==> config.mk <==
export PLATFORM = sky130hd
export DESIGN_NAME = wigend_in
export DESIGN_NICKNAME = d
export VERILOG_FILES = /design/src/rtl/wigend_in.sv
export SDC_FILE = /design/constraint.sdc
export NUM_CORES = 1
export LEC_CHECK = 0
export CORE_ASPECT_RATIO = 1.25
export CORE_MARGIN = 3
export CORE_UTILIZATION = 57
export DETAILED_ROUTE_END_ITERATION = 6
export DONT_BUFFER_PORTS = 1
export PLACE_DENSITY_LB_ADDON = 0.08
export REMOVE_ABC_BUFFERS = 1
export SYNTH_ARGS = -nofsm -noshare
export SYNTH_HDL_FRONTEND = slang
export SYNTH_SLANG_ARGS = --single-unit
==> constraint.sdc <==
create_clock -name clk -period 2.27 [get_ports clk]
set_clock_uncertainty 0.15 [all_clocks]
set_input_delay 0.227 -clock clk [delete_from_list [all_inputs] [get_ports clk]]
set_output_delay 0.227 -clock clk [all_outputs]
set_load 0.005 [all_outputs]
==> src/rtl/wigend_in.sv <==
// wigend_in: Wiegand-26 receiver with glitch rejection, gap-based frame end, length and parity checks.
// The interrupt level output is named intr because int is a reserved word.
module wigend_in #(
   parameter int FRAME_BITS = 26,
   parameter int MIN_PULSE  = 100,
   parameter int MAX_PULSE  = 1000,
   parameter int FRAME_GAP  = 5000,
   parameter int PARITY_CHK = 1
) (
   input  logic                  clk,
   input  logic                  rst,
   input  logic [1:0]            wigend,
   output logic [FRAME_BITS-1:0] data,
   output logic                  frame_done,
   output logic [2:0]            err,
   output logic                  intr,
   input  logic                  int_clr
);
   localparam int WW = $clog2(MAX_PULSE + 2);
   localparam int GW = $clog2(FRAME_GAP + 1);
   localparam int H  = FRAME_BITS / 2;
   localparam logic [WW-1:0] W_MIN = WW'(MIN_PULSE);
   localparam logic [WW-1:0] W_MAX = WW'(MAX_PULSE);
   localparam logic [GW-1:0] G_END = GW'(FRAME_GAP - 1);
   localparam logic [4:0]    N_BITS = 5'(FRAME_BITS);

   typedef enum logic [2:0] {IDLE, PULSE, STUCK, GAP, DONE} state_t;

   state_t                state;
   logic [1:0]            s1, s;
   logic [WW-1:0]         wcnt;
   logic [GW-1:0]         gcnt;
   logic [4:0]            bit_cnt;
   logic [FRAME_BITS-1:0] shift;
   logic                  bit_val, pflag;
   logic                  len_bad, par_bad;

   // even parity over the upper half, odd parity over the lower half
   assign len_bad = bit_cnt != N_BITS;
   assign par_bad = (PARITY_CHK != 0) && ((^shift[FRAME_BITS-1:H]) || !(^shift[H-1:0]));

   always_ff @(posedge clk or negedge rst) begin
      if (!rst) begin
         state      <= IDLE;
         s1         <= '0;
         s          <= '0;
         wcnt       <= '0;
         gcnt       <= '0;
         bit_cnt    <= '0;
         shift      <= '0;
         bit_val    <= 1'b0;
         pflag      <= 1'b0;
         data       <= '0;
         frame_done <= 1'b0;
         err        <= '0;
         intr       <= 1'b0;
      end else begin
         s1         <= wigend;
         s          <= s1;
         frame_done <= 1'b0;
         if (int_clr) intr <= 1'b0;
         case (state)
            IDLE: if (s != 2'b00) begin
               state   <= PULSE;
               wcnt    <= WW'(1);
               bit_val <= s[1];
            end
            PULSE: if (s != 2'b00) begin
               pflag <= pflag | (&s);
               wcnt  <= wcnt + 1'b1;
               if (wcnt == W_MAX) begin
                  pflag <= 1'b1;
                  state <= STUCK;
               end
            end else if (wcnt < W_MIN) begin
               // glitch: drop it, gap count resumes where it was
               state <= (bit_cnt == 5'd0) ? IDLE : GAP;
            end else begin
               shift   <= {shift[FRAME_BITS-2:0], bit_val};
               bit_cnt <= bit_cnt + 5'(bit_cnt != 5'd31);
               gcnt    <= '0;
               state   <= GAP;
            end
            STUCK: if (s == 2'b00) begin
               gcnt  <= '0;
               state <= GAP;
            end
            GAP: if (s != 2'b00) begin
               state   <= PULSE;
               wcnt    <= WW'(1);
               bit_val <= s[1];
            end else if (gcnt == G_END) state <= DONE;
            else gcnt <= gcnt + 1'b1;
            DONE: begin
               err        <= {par_bad, len_bad, pflag};
               frame_done <= 1'b1;
               if (!par_bad && !len_bad && !pflag) begin
                  data <= shift;
                  intr <= 1'b1;
               end
               shift   <= '0;
               bit_cnt <= '0;
               pflag   <= 1'b0;
               gcnt    <= '0;
               state   <= IDLE;
            end
            default: state <= IDLE;
         endcase
      end
   end
endmodule

# Word level (Yosys, flattened, before mapping)
# Index checks and enable logic that the tools add are counted.
# word_totals
ff_bits	94
in_bits	5
out_inout_bits	31
word_cells	92
# classes
n_mux	31
n_eq_ne	18
n_bitwise	1
n_addsub	3
reduce_logical	25
magnitude_cmp	1
# ops
cell	count
13-bit two-way mux	5
26-bit two-way mux	2
13-bit one-hot mux with 4 select lines	1
26-bit one-hot mux with 2 select lines	1
13-bit parity	2
10-bit two-way mux	2
10-bit one-hot mux with 2 select lines	1
3-bit two-way mux	6
2-bit != test (second input constant)	7
13-bit by 1-bit adder with 13-bit output (second input constant)	1
13-bit equality test (second input constant)	1
3-bit one-hot mux with 4 select lines	1
10-bit by 1-bit adder with 10-bit output (second input constant)	1
10-bit equality test (second input constant)	1
10-bit by 7-bit < comparator with 1-bit output (second input constant)	1
5-bit two-way mux	2
5-bit != test (second input constant)	2
5-bit one-hot mux with 2 select lines	1
2-bit AND reduction	4
3-bit by 2-bit equality test with 1-bit output (second input constant)	2
1-bit two-way mux	6
3-bit != test (second input constant)	2
3-bit AND reduction	2
6-bit AND reduction	1
other kinds (17)	24

# Logic depth before layout (Yosys ltp)
# Gate-level depths: netlist of the first run.
# logic_depth
depth_word	8
mapped_depth	9
ltp_nobuf	7

# Worst setup path after synthesis of the first run
# OpenSTA, ideal clock, no wires.
# synth_timing
kind	register -> register
from	register shift[19]
to	register data[0]
n_path_buf	1
t_required_ns	1.995
arrival_ns	2.216
path_stages_with_launch	7
slack_ns	-0.220
setup_ns	0.125
synth_period_minus_slack_ns	2.490
cell_sequence	dfrtp_1 xnor2_1 xnor3_1 xnor3_1 nor3_4 buf_6 mux2_2
# synth_between
elab_chain_len	6
# synth_lines
item	line_no	source
from (decl)	34	logic [FRAME_BITS-1:0] shift;
from (signal assigned)	79	shift <= {shift[FRAME_BITS-2:0], bit_val};
13-bit parity	40	assign par_bad = (PARITY_CHK != 0) && ((^shift[FRAME_BITS-1:H]) || !(^shift[H-1:0]));
1-bit logical OR	40	
1-bit zero test	97	if (!par_bad && !len_bad && !pflag) begin
1-bit logical AND (2 in series)	97	
2-bit AND reduction (no source line)	n/a	
to (signal assigned)	98	data <= shift;
to (decl)	13	output logic [FRAME_BITS-1:0] data,
# Every way passes these cells.
# A chain may end at the register's enable or synchronous reset.

# Worst setup path in the final report of the first run
# layout_timing
from	register gcnt[4]
to	register gcnt[9]
# layout_between
elab_chain_len	4
word_cells_on_any_way	7
cone_classes	add/sub (1); eq/ne (2); mux (3); reduce/logical (1)
# layout_lines
item	line_no	source
from (decl)	32	logic [GW-1:0] gcnt;
from (signal assigned)	93	else gcnt <= gcnt + 1'b1;
13-bit by 1-bit adder with 13-bit output	93	
13-bit two-way mux	92	end else if (gcnt == G_END) state <= DONE;
13-bit two-way mux	88	GAP: if (s != 2'b00) begin
13-bit one-hot mux with 4 select lines	62	case (state)
# Several ways; a longest one is shown, not always the timed one. The select of a mux whose other input is x is not followed.

==> impl_metrics.py, run 1 <==
metrics = {
    "grt": {
        "overflow": 0,
        "antenna_found_initial": 0,
        "grt_pass1_vias": 3398,
        "gr-usage-met2_pct": 38.5,
        "maximum_number_of_pins_on_one_net_before_global_route_repair": 95,
        "met3_usage_pct": 4.99,
        "grt_pass1_wl_um": 16100,
        "grt-busiest-layer": "met2",
        "groute.layer.met1.usage_pct": 28.3,
        "gr-usage-all-layers_pct": 22.5,
    },
    "logic_synthesis": {
        "number_of_warning_messages_in_the_yosys_log": 0,
        "synth_area_sq_um": 4390,
        "syn_avg_cell_area_sq_um": 10.5,
        "synth_seq_area_share_pct": 53.6,
        "synth_enable_flop_cells": 0,
        "ys_async_sr_fraction_pct": 100,
        "syn-instance-count": 417,
        "library_cells_used_by_synthesis": 48,
        "synth.area.top_cells": "sky130_fd_sc_hd__dfrtp_1 54%, sky130_fd_sc_hd__nand2_1 6.9%, sky130_fd_sc_hd__mux2_2 6.4%",
        "post-synth-top-area-fraction_pct": 53.6,
        "synth_top_area_cell": "sky130_fd_sc_hd__dfrtp_1",
        "ys_ff_latch": 94,
        "synth_top_flop_cell": "sky130_fd_sc_hd__dfrtp_1",
    },
    "cells_and_area": {
        "fraction_of_final_layout_cells_sized_beyond_drive_strength_1_pct": 28.3,
        "antennaDiodeCount": 0,
        "final_nets": 496,
        "most_common_cell_after_layout_fill_and_taps_aside": "sky130_fd_sc_hd__dfrtp_1",
        "multi_input_area_sq_um": 2130,
        "synthToLayoutAreaGrowth_pct": 24.6,
        "most-common-layout-cells": "94 x sky130_fd_sc_hd__dfrtp_1, 80 x sky130_fd_sc_hd__nand2_1, 66 x sky130_fd_sc_hd__buf_4",
        "final_core_utilization_pct": 73.5,
        "stdcell_area_sq_um": 5470,
        "layout.area.seq_sq_um": 2350,
        "fillCellCount": 521,
    },
    "timing": {
        "post-route-period-util_pct": 106,
        "worst_max_slew_margin_expressed_relative_to_the_limit_pct": 72.7,
        "fmax_mhz": 417,
        "hold_ws_ps": -600,
        "grt_setup_unrepaired": "yes",
        "maxSlewViolCount": 0,
        "max_slew.worst_pin.slew_ps": 404,
        "finalSetupViolCount": 38,
        "least_setup_slack_across_all_paths_after_layout_ps": -129,
        "hold_violations": 94,
        "timing.final.crit_period_ps": 2400,
    },
    "critical_path": {
        "crit_path_top_delay_cell": "sky130_fd_sc_hd__or4_4",
        "crit_chain": "or4_4 -> o41a_1 -> o311ai_4 -> buf_6 -> or4_4 -> a21oi_2",
        "crit_required_ps": 2360,
        "critPathLaunchType": "flop",
        "setup.worst_path.class": "flop to flop",
        "worst_path_top_cell_family_by_delay": "compound AO/OA/AOI/OAI gates",
        "critical-path-top-cell-by-count": "sky130_fd_sc_hd__or4_4",
        "worstPathBufferInverterCount": 1,
        "worst_ep_arrival_time_ps": 2490,
        "biggest_cell_delay_along_the_critical_path_ps": 550,
        "kind_of_end_point_of_the_critical_path": "flop",
        "critPathMaxFanout": 6,
    },
    "clock_tree": {
        "cts_tree": "built",
        "cts_buffers": 9,
        "clock_sinks": 94,
        "htreeDepth": 3,
        "cts.reportedPaths.clkPinSlew_ps": 100,
        "cts_hold_buf": 3,
        "clockRootBuffer": "sky130_fd_sc_hd__clkbuf_8",
        "source_to_sink_clock_delay_at_the_later_pin_of_the_worst_skew_pair_ps": 360,
        "clockBufferDepth": 2,
    },
    "place": {
        "post-place-ws_ps": -189,
        "gp_congestion": 0.881,
        "place.detailed.hpwl_um": 6110,
        "portBuffers": 0,
        "area_after_detailed_placement_sq_um": 4870,
    },
    "power_and_ir_drop": {
        "vdd_drop_max_uv": 430,
        "report.power.total_mw": 2.98,
        "power_density_nw_per_um2": 545,
        "p_leak_nw": 2.70,
    },
    "floorplanning": {
        "pin_count": 36,
        "die_height_um": 104,
        "core_region_area_sq_um": 7440,
        "starting_utilization_of_the_core_area_pct": 59.0,
        "floorplan.die.width_um": 84.5,
        "placementRows": 35,
        "dieArea_sq_um": 8800,
    },
    "routing": {
        "drcViolationCount": 0,
        "antenna_left": 0,
        "drt_first_pass_iters": 4,
        "drt_iter0_drc": 203,
        "routed-via-count": 3319,
        "avgViaCountPerCell": 5.69,
        "routed_wirelength_um": 9920,
        "avgRoutedWirePerCell_um": 17.0,
    },
    "run": {
        "maxCapViolations": 0,
    },
    "outcome": {
        "violations": "negative hold slack, negative setup slack",
        "outcome": "complete, but fails checks",
    },
    "worst_hold_path": {
        "hold_class": "input port to asynchronous set/reset pin",
    },
}
## Yosys cell counts (all sizes together) (4+ instances only)
library cell	instances
nor2	22
buf	6
xnor2	19
nor3	10
o31ai	5
xnor3	5
dfrtp	94
and2	4
a21oi	9
mux2	26
or3	8
nand4	7
nand3	33
o21ai	11
nand2	81
ha	5
inv	7
clkbuf	13
xor2	9
## what timing repair did
action	CTS	global route
resized for setup	12	47
hold endpoints to repair	97	94
pin swaps	6	12
endpoints found under the setup margin	36	43
cloned	2	2
buffers inserted	7	5
## flip-flops by register name, indices dropped and copies added (netlist names)
signal	count
wcnt	10
state	3
frame_done	1
gcnt	13
s	2
shift	26
s1	2
intr	1
pflag	1
bit_val	1
bit_cnt	5
data	26
err	3
## final timing paths
| kind | start | to | slack (ps) | cells past startpoint |
|---|---|---|---|---|
| setup reg to reg | gcnt[4] | gcnt[9] | -130 | 6 |
| min in group clk | s1[0] | s[0] | 200 | 0 |
| hold reg to reg | s1[0] | s[0] | 200 | 0 |
| max in group asynchronous | rst | bit_cnt[2] | 2450 | 0 |
| setup / recovery | gcnt[4] | gcnt[9] | -130 | 6 |
| hold / removal | rst | data[16] | -600 | 0 |
## power breakdown
part / internal [mW] / total [mW] / switching (mW)
clock: 0.418 / 1.04 / 0.619
sequential: 1.72 / 1.75 / 0.0383
combinational: 0.0866 / 0.190 / 0.104
## kinds of logic after synthesis
family | count (synthesis) | synth area share [%]
xor+xnor | 33 | 8.15
buf+inv | 26 | 2.62
mux | 26 | 6.67
simple gates | 186 | 20.1
compound gates | 46 | 7.18
fa+ha+maj | 6 | 1.65
flops | 94 | 53.6
## stage by stage
| step | hold slack [ps] | TNS, ps | instances |
|---|---|---|---|
| finish | -600 | -2500 | 583 |
| detailed placement | -217 | -5290 | 549 |
| global placement | -217 | -3560 | 549 |
| global route | -626 | -5780 | 583 |
| CTS | -614 | -2090 | 577 |
| floorplan | -219 | -61220 | 398 |
## cell type report
type	count	share of cell area, %
Inverter	7	0.480
Clock inverter	6	0.984
Clock buffer	10	2.33
Multi-Input combinational cell	297	39.0
Timing Repair Buffer	77	12.1
Sequential cell	94	43.0
Tap cell	92	2.10
## routing by layer
metal / vias to the layer above / routed length [um] / share of wire, %
li1: 1592 / - / -
met1: 1629 / 4150 / 42
met2: 78 / 5170 / 52
met3: 20 / 365 / 3.7
met4: 0 / 228 / 2.3
met5: - / 0 / 0
Note: power is estimated with default switching activity, not from simulation.
==> run 2: changes to the inputs <==
--- a/config.mk
+++ b/config.mk
@@ -6,7 +6,6 @@
 export NUM_CORES = 1
 export LEC_CHECK = 0
 export CORE_ASPECT_RATIO = 1.25
-export CORE_MARGIN = 3
 export CORE_UTILIZATION = 57
 export DETAILED_ROUTE_END_ITERATION = 6
 export DONT_BUFFER_PORTS = 1
==> run 2 against run 1 <==
The run still ends with negative hold slack, negative setup slack left. Worst setup slack improved by 15 ps. Register-to-register slack improved by 20 ps. Wire length decreased by 7.4%. Largest cell class unchanged.
==> impl_metrics.py, run 2 (synthesis gave the netlist of run 1 again) <==
metrics = {
    "critical_path": {
        "worst_path_top_cell_family_by_delay": "compound AO/OA/AOI/OAI gates",
        "worst_ep_arrival_time_ps": 2520,
        "critPathLaunchType": "flop",
        "kind_of_end_point_of_the_critical_path": "flop",
        "setup.worst_path.class": "flop to flop",
        "biggest_cell_delay_along_the_critical_path_ps": 550,
        "crit_path_top_delay_cell": "sky130_fd_sc_hd__or4_4",
        "crit_required_ps": 2410,
        "critPathMaxFanout": 6,
        "crit_chain": "or4_4 -> o41a_1 -> o311ai_4 -> buf_6 -> o21ai_1 -> a21oi_1",
        "worstPathBufferInverterCount": 1,
    },
    "timing": {
        "max_slew.worst_pin.slew_ps": 409,
        "timing.final.crit_period_ps": 2380,
        "fmax_mhz": 420,
        "worst_max_slew_margin_expressed_relative_to_the_limit_pct": 72.4,
        "post-route-period-util_pct": 105,
        "fin_tns_setup_ps": -2820,
        "grt_setup_unrepaired": "yes",
        "finalSetupViolCount": 38,
        "least_setup_slack_across_all_paths_after_layout_ps": -114,
        "hold_ws_ps": -610,
        "maxSlewViolCount": 0,
        "hold_violations": 94,
    },
    "run": {
        "maxCapViolations": 0,
    },
    "cells_and_area": {
        "final_nets": 483,
        "top_flop_regs": "data (26), shift (26), gcnt (13)",
        "fillCellCount": 535,
        "multi_input_area_sq_um": 2040,
        "final_cell_count_no_fill": 570,
        "antennaDiodeCount": 0,
        "synthToLayoutAreaGrowth_pct": 19.9,
        "most_common_cell_after_layout_fill_and_taps_aside": "sky130_fd_sc_hd__dfrtp_1",
        "fraction_of_final_layout_cells_sized_beyond_drive_strength_1_pct": 25.1,
        "most-common-layout-cells": "94 x sky130_fd_sc_hd__dfrtp_1, 80 x sky130_fd_sc_hd__nand2_1, 54 x sky130_fd_sc_hd__buf_4",
        "layout.area.seq_sq_um": 2350,
    },
    "routing": {
        "routed_wirelength_um": 9180,
        "antenna_left": 0,
        "drt_iter0_drc": 212,
        "drt_first_pass_iters": 4,
        "avgViaCountPerCell": 5.81,
        "drcViolationCount": 0,
        "routed-via-count": 3311,
        "avgRoutedWirePerCell_um": 16.1,
    },
    "power_and_ir_drop": {
        "vdd_drop_max_uv": 417,
        "comb_power_share_pct": 6.3,
        "power.share.clock_pct": 35.6,
        "p_int_mw": 2.23,
        "sw_frac_of_total_pct": 26.1,
        "p_sw_mw": 0.787,
        "power_density_nw_per_um2": 572,
        "proportion_of_power_drawn_by_flip_flops_and_latches_pct": 58.2,
        "p_leak_nw": 2.61,
    },
    "floorplanning": {
        "starting_utilization_of_the_core_area_pct": 59.3,
        "pin_count": 36,
        "dieArea_sq_um": 8060,
        "die_height_um": 100,
        "core_region_area_sq_um": 7400,
        "floorplan.die.width_um": 80.5,
        "placementRows": 35,
    },
    "worst_hold_path": {
        "hold_class": "input port to asynchronous set/reset pin",
    },
    "clock_tree": {
        "cts_buffers": 9,
        "clockRootBuffer": "sky130_fd_sc_hd__clkbuf_8",
        "htreeDepth": 3,
        "source_to_sink_clock_delay_at_the_later_pin_of_the_worst_skew_pair_ps": 370,
        "clockBufferDepth": 2,
        "cts_hold_buf": 3,
        "clock_sinks": 94,
        "cts_tree": "built",
        "cts.reportedPaths.clkPinSlew_ps": 100,
    },
    "outcome": {
        "outcome": "complete, but fails checks",
        "violations": "negative hold slack, negative setup slack",
    },
    "grt": {
        "antenna_found_initial": 0,
        "overflow": 0,
        "grt_pass1_wl_um": 15300,
        "grt_pass1_vias": 3322,
        "maximum_number_of_pins_on_one_net_before_global_route_repair": 95,
        "gr-usage-all-layers_pct": 24.9,
    },
    "place": {
        "portBuffers": 0,
        "gp_congestion": 0.796,
        "place.detailed.hpwl_um": 5790,
        "dpl.cell_count": 539,
        "post-place-ws_ps": -221,
    },
}
## run 2: layout make-up
type	instances	area share, %
Inverter	7	0.499
Timing Repair Buffer	64	10.4
Clock inverter	7	1.24
Clock buffer	9	2.35
Tap cell	92	2.19
Multi-Input combinational cell	297	38.7
Sequential cell	94	44.7
## run 2: through the flow
| stage | power (mW) | hold slack [ps] | area [sq um] | utilization, % |
|---|---|---|---|---|
| finish | 3.01 | -610 | 5270 | 71.2 |
| global route | 3.15 | -644 | 5270 | 71.2 |
| CTS | 3.04 | -626 | 5190 | 70.1 |
| detailed placement | 1.97 | -217 | 4800 | 64.9 |
| global placement | 1.97 | -217 | 4800 | 64.9 |
| floorplan | 1.90 | -219 | 4300 | - |
## run 2: final timing paths
kind                       slack [ps]  depth (start not counted)       end  startpoint
min reg2reg                       210                          0      s[0]       s1[0]
min in group clk                  210                          0      s[0]       s1[0]
max                              -110                          6   gcnt[7]     gcnt[4]
min                              -610                          0  data[18]         rst
max reg2reg                      -110                          6   gcnt[7]     gcnt[4]
max in group asynchronous        2460                          0   wcnt[0]         rst
## run 2: timing repair
item / 4_1_cts / 5_1_grt
gates resized for setup: 23 / 18
gates cloned: 3 / 0
setup buffers: 5 / 5
endpoints found under the hold margin: 97 / 94
endpoints found under the setup margin: 33 / 64
pin swaps: 12 / 12
## run 2: layer usage
layer | share of wire, % | global-route usage [%] | vias up
li1 | - | - | 1567
met1 | 43 | 31.8 | 1673
met2 | 53 | 41.9 | 58
met3 | 2.8 | 5.36 | 13
met4 | 1.5 | 7.97 | 0
met5 | 0 | 0 | -
## run 2: power by group through the flow
stage	sequential, mW	clock (mW)	combinational, mW
floorplan	1.79	0	0.109
global placement	1.79	0	0.180
detailed placement	1.79	0	0.187
CTS	1.75	1.10	0.190
global route	1.76	1.18	0.215
finish	1.75	1.07	0.189
## run 2: worst register-to-register path, cell delays in order (launching register included)
cell and delay, ps:
sky130_fd_sc_hd__dfrtp_1 390, sky130_fd_sc_hd__or4_4 550, sky130_fd_sc_hd__o41a_1 490, sky130_fd_sc_hd__o311ai_4 330
sky130_fd_sc_hd__buf_6 180, sky130_fd_sc_hd__o21ai_1 60, sky130_fd_sc_hd__a21oi_1 150
==> run 3: changes to the inputs <==
--- a/config.mk
+++ b/config.mk
@@ -6,11 +6,14 @@
 export NUM_CORES = 1
 export LEC_CHECK = 0
 export CORE_ASPECT_RATIO = 1.25
+export CORE_MARGIN = 1
 export CORE_UTILIZATION = 57
 export DETAILED_ROUTE_END_ITERATION = 6
 export DONT_BUFFER_PORTS = 1
 export PLACE_DENSITY_LB_ADDON = 0.08
 export REMOVE_ABC_BUFFERS = 1
+export SLEW_MARGIN = 20
 export SYNTH_ARGS = -nofsm -noshare
 export SYNTH_HDL_FRONTEND = slang
 export SYNTH_SLANG_ARGS = --single-unit
+export TNS_END_PERCENT = 10
==> run 3 against run 2 <==
The flow still finishes with violations (negative hold slack, negative setup slack). Worst setup slack got worse by 7.2 ps. Wire length fell by 3.5%. Non-clock buffer count fell by 3. Worst hold slack improved by 1.7 ps. Largest cell class unchanged. Flip-flop and latch count did not move. Die area did not move.
==> impl_metrics.py, run 3 (synthesis gave the netlist of run 1 again) <==
metrics = {
    "clock_tree": {
        "source_to_sink_clock_delay_at_the_later_pin_of_the_worst_skew_pair_ps": 370,
        "htreeDepth": 3,
        "clockRootBuffer": "sky130_fd_sc_hd__clkbuf_8",
        "cts_hold_buf": 3,
        "cts.reportedPaths.clkPinSlew_ps": 100,
        "cts_tree": "built",
        "clock_sinks": 94,
        "clockBufferDepth": 2,
        "cts_buffers": 9,
    },
    "critical_path": {
        "critPathLaunch": "gcnt[11]",
        "worst_path_top_cell_family_by_delay": "compound AO/OA/AOI/OAI gates",
        "critPathLaunchType": "flop",
        "timing.rr.end": "gcnt[10]",
        "setup.reg_to_reg.worst_slack_ps": -120,
        "critPathMaxFanout": 6,
        "cp_endpoint": "gcnt[10]",
        "crit_chain": "or4bb_1 -> o41a_1 -> o311ai_4 -> buf_6 -> o21ai_1 -> a21oi_1",
        "biggest_cell_delay_along_the_critical_path_ps": 530,
        "crit_path_top_delay_cell": "sky130_fd_sc_hd__or4bb_1",
        "kind_of_end_point_of_the_critical_path": "flop",
        "worstPathBufferInverterCount": 1,
        "worst_ep_arrival_time_ps": 2520,
        "crit_required_ps": 2400,
        "reg2regPathDepth": 6,
        "cell_count_along_the_critical_path": 6,
        "setup.worst_path.class": "flop to flop",
        "regToRegStartpoint": "gcnt[11]",
    },
    "worst_hold_path": {
        "hold_class": "input port to asynchronous set/reset pin",
    },
    "power_and_ir_drop": {
        "report.power.total_mw": 3.01,
        "p_leak_nw": 2.58,
        "power_density_nw_per_um2": 582,
        "vdd_drop_max_uv": 417,
    },
    "cells_and_area": {
        "multi_input_area_sq_um": 1970,
        "layout.area.seq_sq_um": 2350,
        "antennaDiodeCount": 0,
        "most-common-layout-cells": "94 x sky130_fd_sc_hd__dfrtp_1, 81 x sky130_fd_sc_hd__nand2_1, 53 x sky130_fd_sc_hd__buf_4",
        "synthToLayoutAreaGrowth_pct": 17.7,
        "final_core_utilization_pct": 69.8,
        "most_common_cell_after_layout_fill_and_taps_aside": "sky130_fd_sc_hd__dfrtp_1",
        "top_flop_regs": "data (26), shift (26), gcnt (13)",
        "fraction_of_final_layout_cells_sized_beyond_drive_strength_1_pct": 23.2,
        "fillCellCount": 557,
        "stdcell_area_sq_um": 5170,
        "final_nets": 480,
    },
    "floorplanning": {
        "dieArea_sq_um": 8060,
        "placementRows": 35,
        "pin_count": 36,
        "die_height_um": 100,
        "starting_utilization_of_the_core_area_pct": 59.3,
        "core_region_area_sq_um": 7400,
        "floorplan.die.width_um": 80.5,
    },
    "timing": {
        "maxSlewViolCount": 0,
        "grt_setup_unrepaired": "yes",
        "post-route-period-util_pct": 105,
        "fmax_mhz": 418,
        "worst_max_slew_margin_expressed_relative_to_the_limit_pct": 75.0,
        "max_slew.worst_pin.slew_ps": 369,
        "timing.final.crit_period_ps": 2390,
        "hold_violations": 94,
        "least_setup_slack_across_all_paths_after_layout_ps": -121,
        "fin_tns_setup_ps": -3580,
        "hold_ws_ps": -609,
        "finalSetupViolCount": 37,
    },
    "grt": {
        "maximum_number_of_pins_on_one_net_before_global_route_repair": 95,
        "grt_pass1_wl_um": 14900,
        "gr-usage-all-layers_pct": 24.3,
        "grt_pass1_vias": 3303,
        "overflow": 0,
        "antenna_found_initial": 0,
    },
    "routing": {
        "drt_first_pass_iters": 4,
        "drcViolationCount": 0,
        "avgRoutedWirePerCell_um": 15.6,
        "antenna_left": 0,
        "avgViaCountPerCell": 5.78,
        "routed-via-count": 3278,
        "drt_iter0_drc": 210,
        "routed_wirelength_um": 8860,
    },
    "place": {
        "area_after_detailed_placement_sq_um": 4800,
        "gp_congestion": 0.796,
        "portBuffers": 0,
        "place.detailed.hpwl_um": 5790,
    },
    "run": {
        "maxCapViolations": 0,
    },
    "outcome": {
        "violations": "negative hold slack, negative setup slack",
        "outcome": "complete, but fails checks",
    },
}
[run 3: what timing repair did]
| item | in CTS | in global routing |
|---|---|---|
| hold endpoints to repair | 97 | 94 |
| endpoints found under the setup margin | 33 | 38 |
| pin swaps | 4 | 4 |
| cloned | 2 | 0 |
| gates resized for setup | 5 | 13 |
| buffers inserted | 2 | 5 |
[run 3: area by class of cell]
cell class	count	area share, %
Inverter	7	0.508
Multi-Input combinational cell	297	38.1
Tap cell	92	2.23
Clock buffer	9	2.40
Timing Repair Buffer	61	9.95
Sequential cell	94	45.5
Clock inverter	7	1.26
[run 3: routing by layer]
layer	vias up	global-route usage, %	wire length, um
li1	1560	-	-
met1	1650	30.1	3760
met2	54	41.7	4700
met3	14	5.36	259
met4	0	8.10	144
met5	-	0	0
[run 3: per-stage QoR]
| step | worst slack (ps) | hold WS [ps] | cells |
|---|---|---|---|
| after global routing | -196 | -644 | 567 |
| after global placement | -143 | -217 | 539 |
| after CTS | -128 | -626 | 562 |
| after detailed placement | -221 | -217 | 539 |
| after floorplan | -1280 | -219 | 398 |
| final | -121 | -609 | 567 |
[run 3: where the power goes]
group          internal, mW  leakage [nW]  total (mW)  switching [mW]
registers              1.72          1.29        1.75          0.0377
logic                0.0865          1.20       0.190           0.103
clock network         0.425        0.0943        1.06           0.638
total                  2.23          2.58        3.01           0.778
[run 3: worst min-delay path by stage]
stage               startpoint    endpoint  slack (ps)  cells past startpoint
global placement           rst    data[18]        -220                      0
finish                     rst    data[18]        -610                      0
floorplan                  rst  bit_cnt[0]        -220                      0
CTS                        rst     data[8]        -630                      0
global route               rst    shift[9]        -640                      0
detailed placement         rst    data[18]        -220                      0
